--- config.mk ---
export PLATFORM = sky130hd
export DESIGN_NAME = beaver32rv_mc
export DESIGN_NICKNAME = d
export VERILOG_FILES = /design/src/rtl/beaver32rv_mc.sv
export SDC_FILE = /design/constraint.sdc
export NUM_CORES = 2
export LEC_CHECK = 0
export ABC_AREA = 1
export CAP_MARGIN = 10
export CORE_UTILIZATION = 30
export DETAILED_ROUTE_END_ITERATION = 8
export SLEW_MARGIN = 20
export SYNTH_ARGS = -nofsm -noshare
export SYNTH_HDL_FRONTEND = slang
export SYNTH_SLANG_ARGS = --single-unit
--- constraint.sdc ---
create_clock -name clk -period 9.2 [get_ports clk]
set_input_delay 1.38 -clock clk [delete_from_list [all_inputs] [get_ports clk]]
set_output_delay 1.38 -clock clk [all_outputs]
set_load 0.02 [all_outputs]
--- src/rtl/beaver32rv_mc.sv ---
`timescale 1ns/1ps
// beaver32rv_mc: multi-cycle RV32I core with a single unified memory port.
// Sequence is FETCH -> DECODE -> EXECUTE -> (MEM) -> WB, with HALT as the
// absorbing state for traps, ECALL/EBREAK and misaligned control transfers.
// Optional build macro: BEAVER32RV_PERF_COUNTERS_EN adds 64-bit cycle and
// retired-instruction counters.
//
// Memory handshake: a transfer starts when mem_req_o is high and completes
// in the first cycle where mem_ready_i is also high. mem_addr_o, mem_we_o
// and mem_wdata_o are held stable from the rise of mem_req_o until that
// cycle; mem_req_o drops in the cycle after. mem_ready_i without mem_req_o
// has no effect.
module beaver32rv_mc #(
  parameter logic [31:0] RESET_VECTOR = 32'h0000_0000,
  parameter int          ADDR_WIDTH   = 32,
  parameter int          NUM_REGS     = 32
) (
  input  logic                  clk,
  input  logic                  rst,
  output logic                  mem_req_o,
  output logic                  mem_we_o,
  output logic [ADDR_WIDTH-1:0] mem_addr_o,
  output logic [31:0]           mem_wdata_o,
  input  logic [31:0]           mem_rdata_i,
  input  logic                  mem_ready_i,
  output logic [31:0]           pc_o,
  output logic                  retire_o,
  output logic                  halted_o,
  output logic [2:0]            state_o
`ifdef BEAVER32RV_PERF_COUNTERS_EN
  ,
  output logic [63:0]           cycle_count_o,
  output logic [63:0]           instret_count_o
`endif
);

  localparam int         RIDX_W = $clog2(NUM_REGS);
  localparam logic [5:0] NREG   = 6'(NUM_REGS);

  localparam logic [6:0] OP_LUI    = 7'b0110111;
  localparam logic [6:0] OP_AUIPC  = 7'b0010111;
  localparam logic [6:0] OP_JAL    = 7'b1101111;
  localparam logic [6:0] OP_JALR   = 7'b1100111;
  localparam logic [6:0] OP_BRANCH = 7'b1100011;
  localparam logic [6:0] OP_LOAD   = 7'b0000011;
  localparam logic [6:0] OP_STORE  = 7'b0100011;
  localparam logic [6:0] OP_IMM    = 7'b0010011;
  localparam logic [6:0] OP_REG    = 7'b0110011;

  typedef enum logic [2:0] {
    S_FETCH, S_DECODE, S_EXECUTE, S_MEM, S_WB, S_HALT
  } state_t;

  state_t      state_q, state_d;
  logic        hold_q;  // set while in reset, keeps the first fetch quiet
  logic [31:0] pc_q, ir_q, a_q, b_q, imm_q, res_q, npc_q;
  logic [31:0] rf_q [NUM_REGS];

  // Instruction fields
  logic [6:0] opcode, funct7;
  logic [4:0] rd, rs1, rs2;
  logic [2:0] funct3;
  assign opcode = ir_q[6:0];
  assign rd     = ir_q[11:7];
  assign funct3 = ir_q[14:12];
  assign rs1    = ir_q[19:15];
  assign rs2    = ir_q[24:20];
  assign funct7 = ir_q[31:25];

  // Decode: legality, register usage and immediate selection
  logic        legal, use_rd, use_rs1, use_rs2, dec_trap;
  logic [31:0] dec_imm;
  always_comb begin
    legal   = 1'b0;
    use_rd  = 1'b0;
    use_rs1 = 1'b0;
    use_rs2 = 1'b0;
    dec_imm = '0;
    case (opcode)
      OP_LUI, OP_AUIPC: begin
        legal = 1'b1; use_rd = 1'b1; dec_imm = {ir_q[31:12], 12'b0};
      end
      OP_JAL: begin
        legal = 1'b1; use_rd = 1'b1;
        dec_imm = {{11{ir_q[31]}}, ir_q[31], ir_q[19:12], ir_q[20], ir_q[30:21], 1'b0};
      end
      OP_JALR: begin
        legal = (funct3 == 3'b000); use_rd = 1'b1; use_rs1 = 1'b1;
        dec_imm = {{20{ir_q[31]}}, ir_q[31:20]};
      end
      OP_BRANCH: begin
        legal = (funct3 != 3'b010) && (funct3 != 3'b011);
        use_rs1 = 1'b1; use_rs2 = 1'b1;
        dec_imm = {{19{ir_q[31]}}, ir_q[31], ir_q[7], ir_q[30:25], ir_q[11:8], 1'b0};
      end
      OP_LOAD: begin
        legal = (funct3 == 3'b010); use_rd = 1'b1; use_rs1 = 1'b1;
        dec_imm = {{20{ir_q[31]}}, ir_q[31:20]};
      end
      OP_STORE: begin
        legal = (funct3 == 3'b010); use_rs1 = 1'b1; use_rs2 = 1'b1;
        dec_imm = {{20{ir_q[31]}}, ir_q[31:25], ir_q[11:7]};
      end
      OP_IMM: begin
        if (funct3 == 3'b001)      legal = (funct7 == 7'b0000000);
        else if (funct3 == 3'b101) legal = (funct7 == 7'b0000000) || (funct7 == 7'b0100000);
        else                       legal = 1'b1;
        use_rd = 1'b1; use_rs1 = 1'b1;
        dec_imm = {{20{ir_q[31]}}, ir_q[31:20]};
      end
      OP_REG: begin
        legal = (funct7 == 7'b0000000) ||
                ((funct7 == 7'b0100000) && ((funct3 == 3'b000) || (funct3 == 3'b101)));
        use_rd = 1'b1; use_rs1 = 1'b1; use_rs2 = 1'b1;
      end
      default: legal = 1'b0;  // includes ECALL/EBREAK and every SYSTEM op
    endcase
    dec_trap = !legal ||
               (use_rd  && ({1'b0, rd}  >= NREG)) ||
               (use_rs1 && ({1'b0, rs1} >= NREG)) ||
               (use_rs2 && ({1'b0, rs2} >= NREG));
  end

  // Execute: ALU, branch resolution and next-PC selection
  logic [31:0] op_b, alu, exec_res, target, exec_npc;
  logic        taken, redirect, exec_trap;
  always_comb begin
    op_b = ((opcode == OP_REG) || (opcode == OP_BRANCH)) ? b_q : imm_q;
    case (funct3)
      3'b000:  alu = ((opcode == OP_REG) && ir_q[30]) ? a_q - op_b : a_q + op_b;
      3'b001:  alu = a_q << op_b[4:0];
      3'b010:  alu = {31'b0, $signed(a_q) < $signed(op_b)};
      3'b011:  alu = {31'b0, a_q < op_b};
      3'b100:  alu = a_q ^ op_b;
      3'b101:  alu = ir_q[30] ? $unsigned($signed(a_q) >>> op_b[4:0]) : a_q >> op_b[4:0];
      3'b110:  alu = a_q | op_b;
      default: alu = a_q & op_b;
    endcase
    case (funct3)
      3'b000:  taken = (a_q == b_q);
      3'b001:  taken = (a_q != b_q);
      3'b100:  taken = $signed(a_q) <  $signed(b_q);
      3'b101:  taken = $signed(a_q) >= $signed(b_q);
      3'b110:  taken = a_q <  b_q;
      default: taken = a_q >= b_q;
    endcase
    case (opcode)
      OP_LUI:            exec_res = imm_q;
      OP_AUIPC:          exec_res = pc_q + imm_q;
      OP_JAL, OP_JALR:   exec_res = pc_q + 32'd4;
      OP_LOAD, OP_STORE: exec_res = a_q + imm_q;
      default:           exec_res = alu;
    endcase
    target    = (opcode == OP_JALR) ? ((a_q + imm_q) & 32'hFFFF_FFFE) : pc_q + imm_q;
    redirect  = (opcode == OP_JAL) || (opcode == OP_JALR) || ((opcode == OP_BRANCH) && taken);
    exec_npc  = redirect ? target : pc_q + 32'd4;
    exec_trap = redirect && target[1];
  end

  // FSM next state and memory port drive
  always_comb begin
    state_d     = state_q;
    mem_req_o   = 1'b0;
    mem_we_o    = 1'b0;
    mem_addr_o  = '0;
    mem_wdata_o = '0;
    case (state_q)
      S_FETCH: if (!hold_q) begin
        mem_req_o  = 1'b1;
        mem_addr_o = {pc_q[ADDR_WIDTH-1:2], 2'b00};
        if (mem_ready_i) state_d = S_DECODE;
      end
      S_DECODE:  state_d = dec_trap ? S_HALT : S_EXECUTE;
      S_EXECUTE: begin
        if (exec_trap)                                     state_d = S_HALT;
        else if ((opcode == OP_LOAD) || (opcode == OP_STORE)) state_d = S_MEM;
        else                                               state_d = S_WB;
      end
      S_MEM: begin
        mem_req_o   = 1'b1;
        mem_we_o    = (opcode == OP_STORE);
        mem_addr_o  = {res_q[ADDR_WIDTH-1:2], 2'b00};
        mem_wdata_o = (opcode == OP_STORE) ? b_q : 32'd0;
        if (mem_ready_i) state_d = S_WB;
      end
      S_WB:    state_d = S_FETCH;
      default: state_d = S_HALT;
    endcase
  end

  assign pc_o     = pc_q;
  assign retire_o = (state_q == S_WB);
  assign halted_o = (state_q == S_HALT);
  assign state_o  = state_q;

  // State register and reset hold flag
  always_ff @(posedge clk) begin
    if (!rst) begin
      state_q <= S_FETCH;
      hold_q  <= 1'b1;
    end else begin
      state_q <= state_d;
      hold_q  <= 1'b0;
    end
  end

  // Datapath registers and register file
  always_ff @(posedge clk) begin
    if (!rst) begin
      pc_q  <= RESET_VECTOR;
      ir_q  <= '0;
      a_q   <= '0;
      b_q   <= '0;
      imm_q <= '0;
      res_q <= '0;
      npc_q <= '0;
      for (int i = 0; i < NUM_REGS; i++) rf_q[i] <= '0;
    end else begin
      case (state_q)
        S_FETCH: if (!hold_q && mem_ready_i) ir_q <= mem_rdata_i;
        S_DECODE: begin
          a_q   <= rf_q[rs1[RIDX_W-1:0]];
          b_q   <= rf_q[rs2[RIDX_W-1:0]];
          imm_q <= dec_imm;
        end
        S_EXECUTE: begin
          res_q <= exec_res;
          npc_q <= exec_npc;
        end
        S_MEM: if (mem_ready_i && (opcode == OP_LOAD)) res_q <= mem_rdata_i;
        S_WB: begin
          if ((opcode != OP_BRANCH) && (opcode != OP_STORE) && (rd != 5'd0))
            rf_q[rd[RIDX_W-1:0]] <= res_q;
          pc_q <= npc_q;
        end
        default: ;
      endcase
    end
  end

`ifdef BEAVER32RV_PERF_COUNTERS_EN
  logic [63:0] cycle_q, instret_q;
  // Free-running cycle counter and retired-instruction counter
  always_ff @(posedge clk) begin
    if (!rst) begin
      cycle_q   <= '0;
      instret_q <= '0;
    end else begin
      cycle_q <= cycle_q + 64'd1;
      if (retire_o) instret_q <= instret_q + 64'd1;
    end
  end
  assign cycle_count_o   = cycle_q;
  assign instret_count_o = instret_q;
`endif

endmodule

After elaboration in Yosys (flattened, before gate mapping)
Memory sizes are Yosys's and may differ from the RTL's. A register that Yosys moved wholly into a read port is not among the register bits.
Index checks and enable logic that the tools add are counted.
W data, S select, Z words.
{"block": "totals", "ramBits": 1024, "elab_cells": 125, "n_memories": 1, "in_bits": 35, "regBits": 164}
{"block": "op_classes", "n_shift": 3, "n_lt_le_gt_ge": 6, "n_eq_ne": 31, "bitwise": 3, "n_mux": 36, "addsub": 5, "reduce_logical": 33}
{"name": "rf_q", "words": 32, "word_bits": 32, "read_ports": 2, "rd_ports_with_merged_regs": 2, "write_ports": 32, "line": "57", "text": "logic [31:0] rf_q [NUM_REGS];"}
{"op": "$mux W32", "count": 10}
{"op": "$pmux W32 S7", "count": 1}
{"op": "$pmux W32 S5", "count": 1}
{"op": "$lt A32 B32 Y1", "count": 4}
{"op": "$pmux W32 S2", "count": 2}
{"op": "$pmux W32 S4", "count": 1}
{"op": "$add A32 B32 Y32", "count": 3}
{"op": "$ge A32 B32 Y1", "count": 2}
{"op": "$add A32 B3 Y32 const B", "count": 1}
{"op": "$and A32 B32 Y32", "count": 1}
{"op": "$eq A32 B32 Y1", "count": 1}
{"op": "$ne A32 B32 Y1", "count": 1}
{"op": "$or A32 B32 Y32", "count": 1}
{"op": "$reduce_or A32 Y1", "count": 1}
{"op": "$shl A32 B5 Y32", "count": 1}
{"op": "$shr A32 B5 Y32", "count": 1}
{"op": "$sshr A32 B5 Y32", "count": 1}
{"op": "$sub A32 B32 Y32", "count": 1}
{"op": "$xor A32 B32 Y32", "count": 1}
{"op": "$eq A7 B6 Y1 const B", "count": 4}
{"op": "$eq A7 B7 Y1 const B", "count": 3}
{"op": "$mux W3", "count": 6}
{"op": "$eq A3 B3 Y1 const B", "count": 5}
{"op": "$pmux W3 S5", "count": 1}
{"op": "24 further kinds", "count": 63}

Longest topological paths before layout
{"block": "logic_depth", "depth_word": 9, "mapped_depth": 31, "mapped_depth_nobuf": 29}

Worst setup path before layout
OpenSTA, ideal clock, no wires.
{"block": "synth_path", "path_kind": "input -> register", "startpoint": "input rst", "endpoint": "memory rf_q[12][0], enable pin", "setup_ps": 389, "arrival_ps": 3287, "n_path_buf": 2, "path_slack_ps": 5523, "cell_stages": 6, "path_cell_list": "clkbuf_1 > nand4_1 > nor3_1 > nand2_1 > clkbuf_1 > nand2_1"}
{"element": "from (decl)", "line": "19", "text": "input logic rst,"}
{"element": "to (decl)", "line": "57"}

Final worst setup path
{"block": "layout_path", "startpoint": "register ir_q[6]", "endpoint": "register res_q[29]"}
{"block": "layout_via", "elab_chain_cells": 8, "word_cells_on_any_way": 29, "cone_classes": "2 x add/sub; 9 x eq/ne; 3 x shift; 6 x mux; 3 x bitwise; 6 x reduce/logical"}
{"element": "from (decl)", "line": "56", "text": "logic [31:0] pc_q, ir_q, a_q, b_q, imm_q, res_q, npc_q;"}
{"element": "from (signal assigned)", "line": "220", "text": "S_FETCH: if (!hold_q && mem_ready_i) ir_q <= mem_rdata_i;"}
{"element": "$eq A7 B6 Y1 / $eq A7 B7 Y1 (equally long branches)"}
{"element": "$logic_or A1 B1 Y1", "line": "128", "text": "op_b = ((opcode == OP_REG) || (opcode == OP_BRANCH)) ? b_q : imm_q;"}
{"element": "$mux W32", "line": "128"}
{"element": "$add A32 B32 Y32 (tied with other cells)", "line": "130", "text": "3'b000: alu = ((opcode == OP_REG) && ir_q[30]) ? a_q - op_b : a_q + op_b;"}
{"element": "$mux W32, on equally long branches", "line": "130, 135"}
{"element": "$pmux W32 S7", "line": "129", "text": "case (funct3)"}
{"element": "$pmux W32 S4", "line": "147", "text": "case (opcode)"}
{"element": "$pmux W32 S2", "line": "219", "text": "case (state_q)"}
{"element": "to (signal assigned)", "line": "227", "text": "res_q <= exec_res;"}
{"element": "to (signal assigned)", "line": "230", "text": "S_MEM: if (mem_ready_i && (opcode == OP_LOAD)) res_q <= mem_rdata_i;"}
{"element": "to (decl)", "line": "56"}
Several ways; a longest one is shown, not always the timed one.
A chain may end at the register's enable or synchronous reset.

==> out/metrics.csv <==
metric,value,unit
H-tree levels,4,
CP required,9.88,ns
slowest CP cell,buf_4,
R2R depth,28,
Crit Path Class,register to register,
"Warnings, synthesis",0,
Power Density,195.1,mW/mm2
Post-DRT Antenna Nets,0,
RR Startpoint,ir_q[6]$_SDFFE_PN0P_,
setup repair bufs after CTS,0,
number of synthesized flops with an enable pin,1024,
Worst-Skew Late Latency,0.83,ns
Power Internal,10.64,mW
worst vdd ir,0.0001489,V
"Arr. time, crit path",5.92,ns
CTS max path bufs,3,
Routed WL per cell,28.52,um
Final period util,56.97,%
Worst Skew,0.05002,ns
global-route wire length before repair,538600,um
total leakage power,31.28,nW
RSZ-0062 raised after global routing,false,
Yosys top cell area share,39.35,%
post_cts resized,0,
Die W,512.4,um
CTS buffer count,137,
status,"finished, final reports clean",
DP Worst Slack,3.947,ns
FILL cells,27330,
Synth area leader,edfxtp_1,
row count,187,
RR Endpoint,res_q[29]$_SDFFE_PN0P_,
I/O pins,138,
cell count after synthesis,10360,
Tmin final,5.241,ns
Die ar.,0.2625,mm2
Yosys reg bits,1252,
initial antenna violation count,36,
CP peak stage delay,0.58,ns
Most used DFF post-synth,edfxtp_1,
Hold WC Path Type,register to register,
Synth area leaders,"edfxtp_1, nor2_1, o21ai_0",
Sink Count,1252,
Multi-input gate area,0.03783,mm2
Avg Inst Size Synth,7.546,um2
Detailed Routing Iterations Pass 1,7,
CP Launch Type,register,
root buffer cell,clkbuf_16,
Max Clk Rate,190.8,MHz
GP Congestion,1.042,
largest net degree at the start of global routing,175,
"setup slack, reg-to-reg",3.96,ns
synthesis-to-finish area growth,11.36,%
register area share after synthesis,45.19,%
# Max-Cap Violations,0,
clk slew on worst S/H paths,0.07,ns
Mapped Area,0.07815,mm2
most common cell in the synthesized netlist,nor2_1,
Initial Utilization,30.15,%
Final nets,10240,
hold depth,2,
initial DRC count,13690,
vias in the first global route,72470,
"Setup violations, final",0,
vias per cell,5.953,
layout cells sized above 1,5.810,%
height of the die,512.4,um
Clock power frac,33.3,%
"Async S/R FF share, synth",0,%
global route total overflow,0,
DP HPWL,256100,um
slew margin rel.,9.847,%
worst slew pin tran,1.338,ns
Reg power frac,39.6,%
drt drc,0,
hold buffers post-CTS,0,
DR vias,80600,
CP dominant cell by count,nand2_1,
Switching Fraction,37.36,%
Hold EP,npc_q[16]$_SDFFE_PN0P_,
Post-synth top cells,"nor2_1, o21ai_0, nand2_1",
Hold Startpoint,npc_q[16]$_SDFFE_PN0P_,
worst-path maximum fanout,69,
Sw Pwr,6.345,mW
Core ar.,0.2592,mm2
setup TNS,0,ns
Fin. Hold Viols,0,
Total GRT Usage,28.21,%
Logic pwr share,27.1,%
drt total wl,386100,um
Finished Core Util,33.57,%
input/output buffers,135,
slack of the critical path,3.959,ns
crit path capture type,register,
FF+latch area,0.03535,mm2
Cell variety after synth,61,
CTS tree,built,
max-slew violations,0,
[per-layer routing]
layer / up-vias / share of wire (%) / track usage [%] / wire length (um)
met5: - / 0.021 / 0 / 80
met4: 10 / 6.8 / 16.61 / 26450
met3: 1049 / 13 / 7.869 / 51360
met2: 5683 / 41 / 40.52 / 157700
met1: 38820 / 39 / 37.54 / 150500
li1: 35040 / - / - / -
[how the worst max path moves through the flow]
stage                    startpoint                        end  slack [ns]  cells after the start
4_1_cts        ir_q[6]$_SDFFE_PN0P_     res_q[29]$_SDFFE_PN0P_        4.06                     28
3_5_place_dp                    rst  rf_q[2][13]$_SDFFCE_PN0P_        3.95                      5
6_report       ir_q[6]$_SDFFE_PN0P_     res_q[29]$_SDFFE_PN0P_        3.96                     28
5_1_grt        ir_q[6]$_SDFFE_PN0P_     res_q[29]$_SDFFE_PN0P_        3.45                     28
3_3_place_gp                    rst  rf_q[2][16]$_SDFFCE_PN0P_        4.07                      5
2_1_floorplan                   rst  rf_q[12][0]$_SDFFCE_PN0P_        5.52                      6
[critical path: cells and delay by family, from the launching register on]
kind	cells	cell delay [ns]
and+or+nand+nor	14	1.85
buffers and inverters	7	1.26
AOI/OAI and AO/OA	6	1.19
DFF	1	0.38
adders and majority gates	1	0.30
[power groups by stage]
| stage | Sequential, mW | Combinational, mW | Clock [mW] |
|---|---|---|---|
| floorplan | 6.67 | 2.52 | 0 |
| global route | 6.73 | 4.81 | 5.85 |
| detailed placement | 6.82 | 4.37 | 0 |
| finish | 6.72 | 4.61 | 5.65 |
| global placement | 6.82 | 4.40 | 0 |
| CTS | 6.70 | 4.38 | 5.64 |
[cells by family (layout without fill, tap and decap cells)]
kind of cell / count (synthesis) / after routing / synth area share [%]
other: 1 / 49 / 0.004798
adders and majority gates: 197 / 197 / 3.183
AOI/OAI and AO/OA: 3153 / 3153 / 22.24
muxes: 4 / 4 / 0.05123
xor gates and xnor gates: 65 / 65 / 0.7285
DFF: 1252 / 1252 / 45.19
buffers and inverters: 1407 / 1139 / 6.913
and+or+nand+nor: 4277 / 4277 / 21.70
[cells in the final DEF, fill, tap and decap left out, drive strengths merged, types with 13 or more instances in the layout]
master	count
a2111oi	13
a21boi	14
a21oi	454
a31oi	36
buf	189
clkbuf	182
clkdlybuf4s50	134
clkinv	51
conb	34
dfxtp	228
diode	15
edfxtp	1024
ha	194
inv	570
nand2	1056
nand3	331
nand3b	13
nand4	37
nor2	2713
nor3	60
nor4	14
o211ai	50
o21ai	1827
o221ai	69
o22ai	603
o32ai	26
or2	45
xnor2	20
xor2	45
[sequential cells by signal, indices dropped and copies added, names as in the netlist, 32 cells and up]
name	count
ir_q	32
res_q	32
a_q	32
rf_q	1024
b_q	32
pc_o	32
npc_q	32
imm_q	32
[stage by stage]
stage | power [mW] | instance area, um2 | cells | hold WS, ns
2_1_floorplan | 9.190 | 78270 | 10390 | 0.4422
3_3_place_gp | 11.21 | 82480 | 13280 | 0.4549
3_5_place_dp | 11.19 | 82490 | 13280 | 0.4544
4_1_cts | 16.72 | 86940 | 13520 | 0.4637
5_1_grt | 17.39 | 86990 | 13520 | 0.4977
6_report | 16.98 | 87020 | 13540 | 0.4695
[area by class of cell]
class / count / share of cell area (%)
Multi-Input combinational cell: 7730 / 43.47
Sequential cell: 1252 / 40.62
Tap cell: 3402 / 4.891
Clock buffer: 182 / 4.287
Timing Repair Buffer: 323 / 3.363
Inverter: 568 / 2.497
Clock inverter: 66 / 0.8339
Antenna cell: 15 / 0.04313
No activity file was read; power rests on OpenSTA's default activity.
